==> src/rtl/fb_rect_fill.sv <==
// fb_rect_fill -- solid rectangle fill engine in front of the frame-buffer write port.
//
// Takes one fill command (origin, size, 12-bit RGB colour), clips it to the
// FB_W x FB_H frame and streams one pixel write per wr_valid/wr_ready handshake
// in raster order. Addresses are linear pixel indices y*FB_W + x.
//
// Ports
//   clk, reset_n          clock, synchronous active-low reset
//   cmd_valid/cmd_ready   command handshake (ready only while idle)
//   cmd_x/y/w/h/color     rectangle origin, size and fill colour {R,G,B}
//   wr_valid/wr_ready     pixel write handshake to the frame buffer
//   wr_addr/wr_data       linear pixel index and colour of the pending write
//   busy                  engine is not idle
//   done                  one-cycle pulse when a command completes
module fb_rect_fill #(
   parameter int FB_W = 320,
   parameter int FB_H = 240
) (
   input  logic        clk,
   input  logic        reset_n,
   input  logic        cmd_valid,
   output logic        cmd_ready,
   input  logic [8:0]  cmd_x,
   input  logic [7:0]  cmd_y,
   input  logic [8:0]  cmd_w,
   input  logic [7:0]  cmd_h,
   input  logic [11:0] cmd_color,
   output logic        wr_valid,
   input  logic        wr_ready,
   output logic [16:0] wr_addr,
   output logic [11:0] wr_data,
   output logic        busy,
   output logic        done
);

   typedef struct packed {
      logic [8:0]  x;
      logic [7:0]  y;
      logic [8:0]  w;
      logic [7:0]  h;
      logic [11:0] color;
   } cmd_t;

   typedef enum logic [1:0] {IDLE, SETUP, RUN, DONE} state_t;

   state_t      state, state_nx;
   cmd_t        cmd_q;
   logic [9:0]  x_end, y_end;     // exclusive clipped bounds
   logic [8:0]  cur_x;
   logic [7:0]  cur_y;
   logic [16:0] row_base;        // cur_y*FB_W, tracked incrementally
   logic [9:0]  x_sum, y_sum, x_nxt, y_nxt;
   logic        empty, last_col, last_row;

   // 10-bit sums cannot overflow (511+511)
   assign x_sum = {1'b0, cmd_q.x} + {1'b0, cmd_q.w};
   assign y_sum = {2'b0, cmd_q.y} + {2'b0, cmd_q.h};
   assign empty = (cmd_q.w == 9'd0) || (cmd_q.h == 8'd0) ||
                  ({1'b0, cmd_q.x} >= 10'(FB_W)) || ({2'b0, cmd_q.y} >= 10'(FB_H));

   assign x_nxt    = {1'b0, cur_x} + 10'd1;
   assign y_nxt    = {2'b0, cur_y} + 10'd1;
   assign last_col = (x_nxt >= x_end);
   assign last_row = (y_nxt == y_end);

   // state register
   always_ff @(posedge clk) begin
      if (!reset_n) state <= IDLE;
      else          state <= state_nx;
   end

   // next-state logic
   always_comb begin
      state_nx = state;
      case (state)
         IDLE:  if (cmd_valid) state_nx = SETUP;
         SETUP: state_nx = empty ? DONE : RUN;
         RUN:   if (wr_ready && last_col && last_row) state_nx = DONE;
         DONE:  state_nx = IDLE;
         default: state_nx = IDLE;
      endcase
   end

   // outputs; address/data are forced to zero outside RUN so the port is quiet when idle
   always_comb begin
      cmd_ready = 1'b0;
      wr_valid  = 1'b0;
      wr_addr   = 17'd0;
      wr_data   = 12'd0;
      busy      = 1'b1;
      done      = 1'b0;
      case (state)
         IDLE: begin
            cmd_ready = 1'b1;
            busy      = 1'b0;
         end
         RUN: begin
            wr_valid = 1'b1;
            wr_addr  = row_base + {8'd0, cur_x};
            wr_data  = cmd_q.color;
         end
         DONE: done = 1'b1;
         default: ;
      endcase
   end

   // datapath
   always_ff @(posedge clk) begin
      if (!reset_n) begin
         cmd_q    <= '0;
         x_end    <= '0;
         y_end    <= '0;
         cur_x    <= '0;
         cur_y    <= '0;
         row_base <= '0;
      end else begin
         case (state)
            IDLE: if (cmd_valid) cmd_q <= '{x: cmd_x, y: cmd_y, w: cmd_w, h: cmd_h, color: cmd_color};
            SETUP: begin
               x_end    <= (x_sum > 10'(FB_W)) ? 10'(FB_W) : x_sum;
               y_end    <= (y_sum > 10'(FB_H)) ? 10'(FB_H) : y_sum;
               cur_x    <= cmd_q.x;
               cur_y    <= cmd_q.y;
               row_base <= 17'(cmd_q.y) * 17'(FB_W);
            end
            RUN: if (wr_ready) begin
               if (!last_col) begin
                  cur_x <= x_nxt[8:0];
               end else begin
                  // wrap to next row with no bubble
                  cur_x    <= cmd_q.x;
                  cur_y    <= cur_y + 8'd1;
                  row_base <= row_base + 17'(FB_W);
               end
            end
            default: ;
         endcase
      end
   end

endmodule

==> config.mk <==
export PLATFORM = sky130hd
export DESIGN_NAME = fb_rect_fill
export DESIGN_NICKNAME = d
export VERILOG_FILES = /design/src/rtl/fb_rect_fill.sv
export SDC_FILE = /design/constraint.sdc
export NUM_CORES = 1
export LEC_CHECK = 0
export ABC_AREA = 0
export CAP_MARGIN = 20
export CORE_AREA = 2 2 162 133
export DETAILED_ROUTE_END_ITERATION = 8
export DIE_AREA = 0 0 164 135
export GPL_TIMING_DRIVEN = 0
export PLACE_DENSITY = 0.52
export SLEW_MARGIN = 15
export SYNTH_ARGS = -nofsm -noshare
export SYNTH_HDL_FRONTEND = slang
export SYNTH_SLANG_ARGS = --single-unit
export TNS_END_PERCENT = 5
==> constraint.sdc <==
create_clock -name clk -period 4 [get_ports clk]
set_input_delay 1.2 -clock clk [delete_from_list [all_inputs] [get_ports clk]]
set_output_delay 1.2 -clock clk [all_outputs]
set_load 0.02 [all_outputs]
; Word-level counts from Yosys, hierarchy flattened
; Index checks and enable logic that the tools add are counted.
[totals]
out_inout_bits = 33
regBits = 102
elab_cells = 66
input_bits = 50
[classes]
magnitude_cmp = 5
reduce_logical = 13
n_mux = 21
multipliers = 1
addsub = 7
eq_ne = 8
[ops]
columns = op, count
row1 = 17-bit two-way mux, 3
row2 = 17-bit case mux with 2 select lines, 1
row3 = 9-bit two-way mux, 3
row4 = 9-bit case mux with 2 select lines, 1
row5 = 17-bit by 9-bit adder with 17-bit output, 1
row6 = "17-bit by 9-bit adder with 17-bit output, second input constant", 1
row7 = 8-bit two-way mux, 2
row8 = 8-bit case mux with 2 select lines, 1
row9 = 12-bit two-way mux, 1
row10 = "8-bit by 3-bit multiplier with 11-bit output, second input constant", 1
row11 = "9-bit by 1-bit adder with 10-bit output, second input constant", 1
row12 = 9-bit by 9-bit adder with 10-bit output, 1
row13 = 9-bit by 10-bit equality test with 1-bit output, 1
row14 = 10-bit >= comparator, 1
row15 = "10-bit by 9-bit > comparator with 1-bit output, second input constant", 1
row16 = 10-bit two-way mux, 1
row17 = "8-bit by 1-bit adder with 9-bit output, second input constant", 1
row18 = 8-bit by 8-bit adder with 9-bit output, 1
row19 = "9-bit >= comparator, second input constant", 1
row20 = "9-bit by 8-bit > comparator with 1-bit output, second input constant", 1
row21 = 9-bit logical NOT, 1
row22 = "8-bit by 1-bit adder with 8-bit output, second input constant", 1
row23 = "8-bit >= comparator, second input constant", 1
row24 = 8-bit logical NOT, 1
row25 = 12 further kinds, 26

; Longest topological paths before layout
[depth]
word_depth = 6
ltp_mapped = 13

; Least setup slack after synthesis
; OpenSTA, ideal clock, no wires.
[synth_timing]
path_kind = reg2out
startpoint = register state[0]
endpoint = output wr_addr[8]
n_path_buf = 3
stages_incl_launch_ff = 8
slack_ns = 0.816
t_arrival_ns = 1.984
path_cell_list = dfxtp_1 -> inv_1 -> ha_1 -> clkbuf_1 -> inv_1 -> clkbuf_1 -> clkbuf_1 -> nor3_1
[synth_between]
elab_chain_len = 2
[synth_lines]
columns = element, line
row1 = "start, declared", 46  ; state_t state, state_nx;
row2 = "start signal, assigned", 69  ; else state <= state_nx;
row3 = 2-bit equality test, 92  ; case (state)
row4 = 17-bit two-way mux, 92
row5 = "end, declared", 30  ; output logic [16:0] wr_addr,
; Every way passes these cells.

; Final worst setup path
; Same ends and word-level chain as after synthesis.

==> qor.yml <==
status: "complete, no violations"
hold_violations: 0
die_height_um: 135
start_util_pct: 29.7
drc: 0
synth_top_area_cell: "dfxtp_1"
grt_first_pass_wirelength_mm: 29.6
finalSetupViolations: 0
placement.io_buffers: 82
grt_start_max_net_pins: 18
cts_sinks: 95
synthMostInstantiatedCell: "nand2_1"
num_antenna_cells: 0
area.growth.synth_to_final_pct: 24.0
critical_path_peak_fanout: 10
tritoncts: "yes"
fin_worst_skew_ns: 0.00965
timing.max_slew.rel_slack_pct: 35.7
critPathSlowestCell: "clkdlybuf4s50_1"
finalCriticalPeriod_ns: 3.81
worst-endpoint-arrival_ns: 2.61
drtAntennaViolNets: 0
largest_cells_by_area_after_synthesis: "dfxtp_1, ha_1, nand2_1"
worstSkewPairLatency_ns: 0.36
finalMaxSlewViolations: 0
grt_pass1_vias: 5461
p_leak_nw: 2.99
post-cts-setup-buffers: 0
crit_path_cell_trace: "inv_1 > ha_2 > inv_1 > clkbuf_2 > buf_2 > nor3_1 > clkdlybuf4s50_1"
share_of_flip_flops_with_an_asynchronous_set_or_reset_pct: 0
core_region_um2: 20400
placementRows: 47
timing.setup.critical_path_class: "register to output pin"
dpl.hpwl_mm: 14.2
crit_path_capture_type: "output pin"
layout_worst_path_cycle_share_pct: 95.3
power.density_cell_area_nw_per_um2: 565
drtIter0Drc: 255
fillcell_total: 2196
maximum_vdd_ir_drop_mv: 0.216
clock_tree.buffer_depth: 2
drv_cap: 0
yosys_most_used_dff: "dfxtp_1"
fraction_of_layout_cells_with_a_size_suffix_above_1_pct: 5.72
cell_at_the_root_of_the_clock_tree: "clkbuf_16"
portion_of_the_post_synthesis_area_used_by_sequential_elements_pct: 31.4
overflow: 0
gp_congestion: 0.861
pre_repair_dr_iteration_count: 5
synth_common_cells: "nand2_1, dfxtp_1, a21oi_1"
worst_setup_path_start_kind: "register"
synth.ff_latch_count: 95
max_clock_freq_mhz: 262
tritoncts.num_buffers: 9
synth-edff-count: 0
route.final.wire_length_mm: 18.4
multiInputGateArea_um2: 3880
htree_levels: 3
routed_wire_length_per_instance_um: 16.1
setup_repair_after_global_routing_missed_its_margin: "no"
detail_route.vias_per_cell: 4.94
fin_total_pwr_mw: 4.24
antenna_found_initial: 0
boundaryPins: 83
yosysUniqueCellTypes: 68
register_area_um2: 1900
worst_setup_hold_path_clk_slew_ns: 0.07
synthesis.nets: 879
number_of_standard_cells_after_synthesis: 777
worst_slew_pin_slew_ns: 0.961
yosys_warnings: 0
cp_common_cell: "inv_1"
required_ns: 2.80
floorplan.die_area_um2: 22100
netlist_area_um2: 6050
timing.critical_path.slowest_cell_delay_ns: 0.63
dr_total_vias: 5645
postCtsHoldBufs: 0
groute.usage.overall_pct: 17.2
synthDominantCellAreaShare_pct: 31.4
chipWidth_um: 164
nets: 971
worst_hold_path_type: "register to register"
totalNegativeSetupSlack_ns: 0
syn_area_per_cell_um2: 7.79
## registers in the layout (all words and copies together) (netlist names)
name and flops:
cmd_q 46, row_base 11, x_end 10, cur_x 9
y_end 9, cur_y 8, state 2
## cell usage in the layout (no fill, tap or decap), drive strengths merged, types with 14 or more instances in the layout
cell type      netlist  final
ha                  49     49
nand2              140    140
a21oi               90     90
nor3                19     19
inv                 27     31
and2                26     26
xor2                14     14
xnor2               23     23
dfxtp               95     95
o21ai               38     38
nand3               21     21
nor2                39     39
clkdlybuf4s50        0     82
clkbuf              32     40
## critical path: cells and delay by family, from the launching register on
kind                       cells  cell delay [ns]
and+or+nand+nor                1             0.21
adders and majority gates      1             0.34
buffers and inverters          5             1.36
DFF                            1             0.34
## path summary, 6_finish.rpt
check	from	end	slack, ns	depth (start not counted)
setup / recovery	state[0]	wr_addr[8]	0.19	7
hold reg to reg	cmd_q[11]	cmd_q[11]	0.45	2
hold / removal	cmd_q[11]	cmd_q[11]	0.45	2
setup reg to reg	cur_x[0]	cur_x[0]	0.51	13
## layer usage
layer  vias to the layer above  track usage, %  part of all wire (%)
met5                         -               0                     0
met3                        15            4.70                   6.1
met2                       151            24.4                    39
met1                      2534            25.9                    54
met4                         0            3.07                  0.80
li1                       2945               -                     -
## layout make-up
| type | count | area share [%] |
|---|---|---|
| timing repair buffer | 82 | 10.9 |
| multi-input combinational | 612 | 51.7 |
| tap | 269 | 4.49 |
| sequential | 95 | 25.4 |
| clock buffer | 10 | 3.05 |
| buffer | 41 | 2.38 |
| inverter | 28 | 1.40 |
| clock inverter | 6 | 0.700 |
## metrics by stage
step	hold WS [ns]	util (%)	instance area [um2]	setup slack [ns]	cells
global route	0.466	36.8	7500	0.0173	1143
CTS	0.451	36.7	7490	0.0325	1143
finish	0.448	36.8	7500	0.187	1143
floorplan	0.427	-	6050	0.816	777
global placement	0.439	35.3	7210	0.00668	1128
detailed placement	0.442	35.3	7210	0.00573	1128
## repair_timing
item / 4_1_cts / 5_1_grt
gates cloned: 0 / 0
endpoints found under the setup margin: 29 / 25
gates resized for setup: 6 / 7
## report_power, final
part	internal, mW	switching (mW)
clock	0.434	0.422
combinational	0.791	1.21
sequential	1.15	0.231
## cell families after synthesis
family | count (synthesis) | share of synthesized area (%)
simple gates | 296 | 22.8
compound gates | 215 | 22.6
flops | 95 | 31.4
buf+inv | 70 | 4.63
fa+ha+maj | 52 | 11.1
xor+xnor | 37 | 5.36
mux | 12 | 2.13
Power figures use the tool's default switching activity.
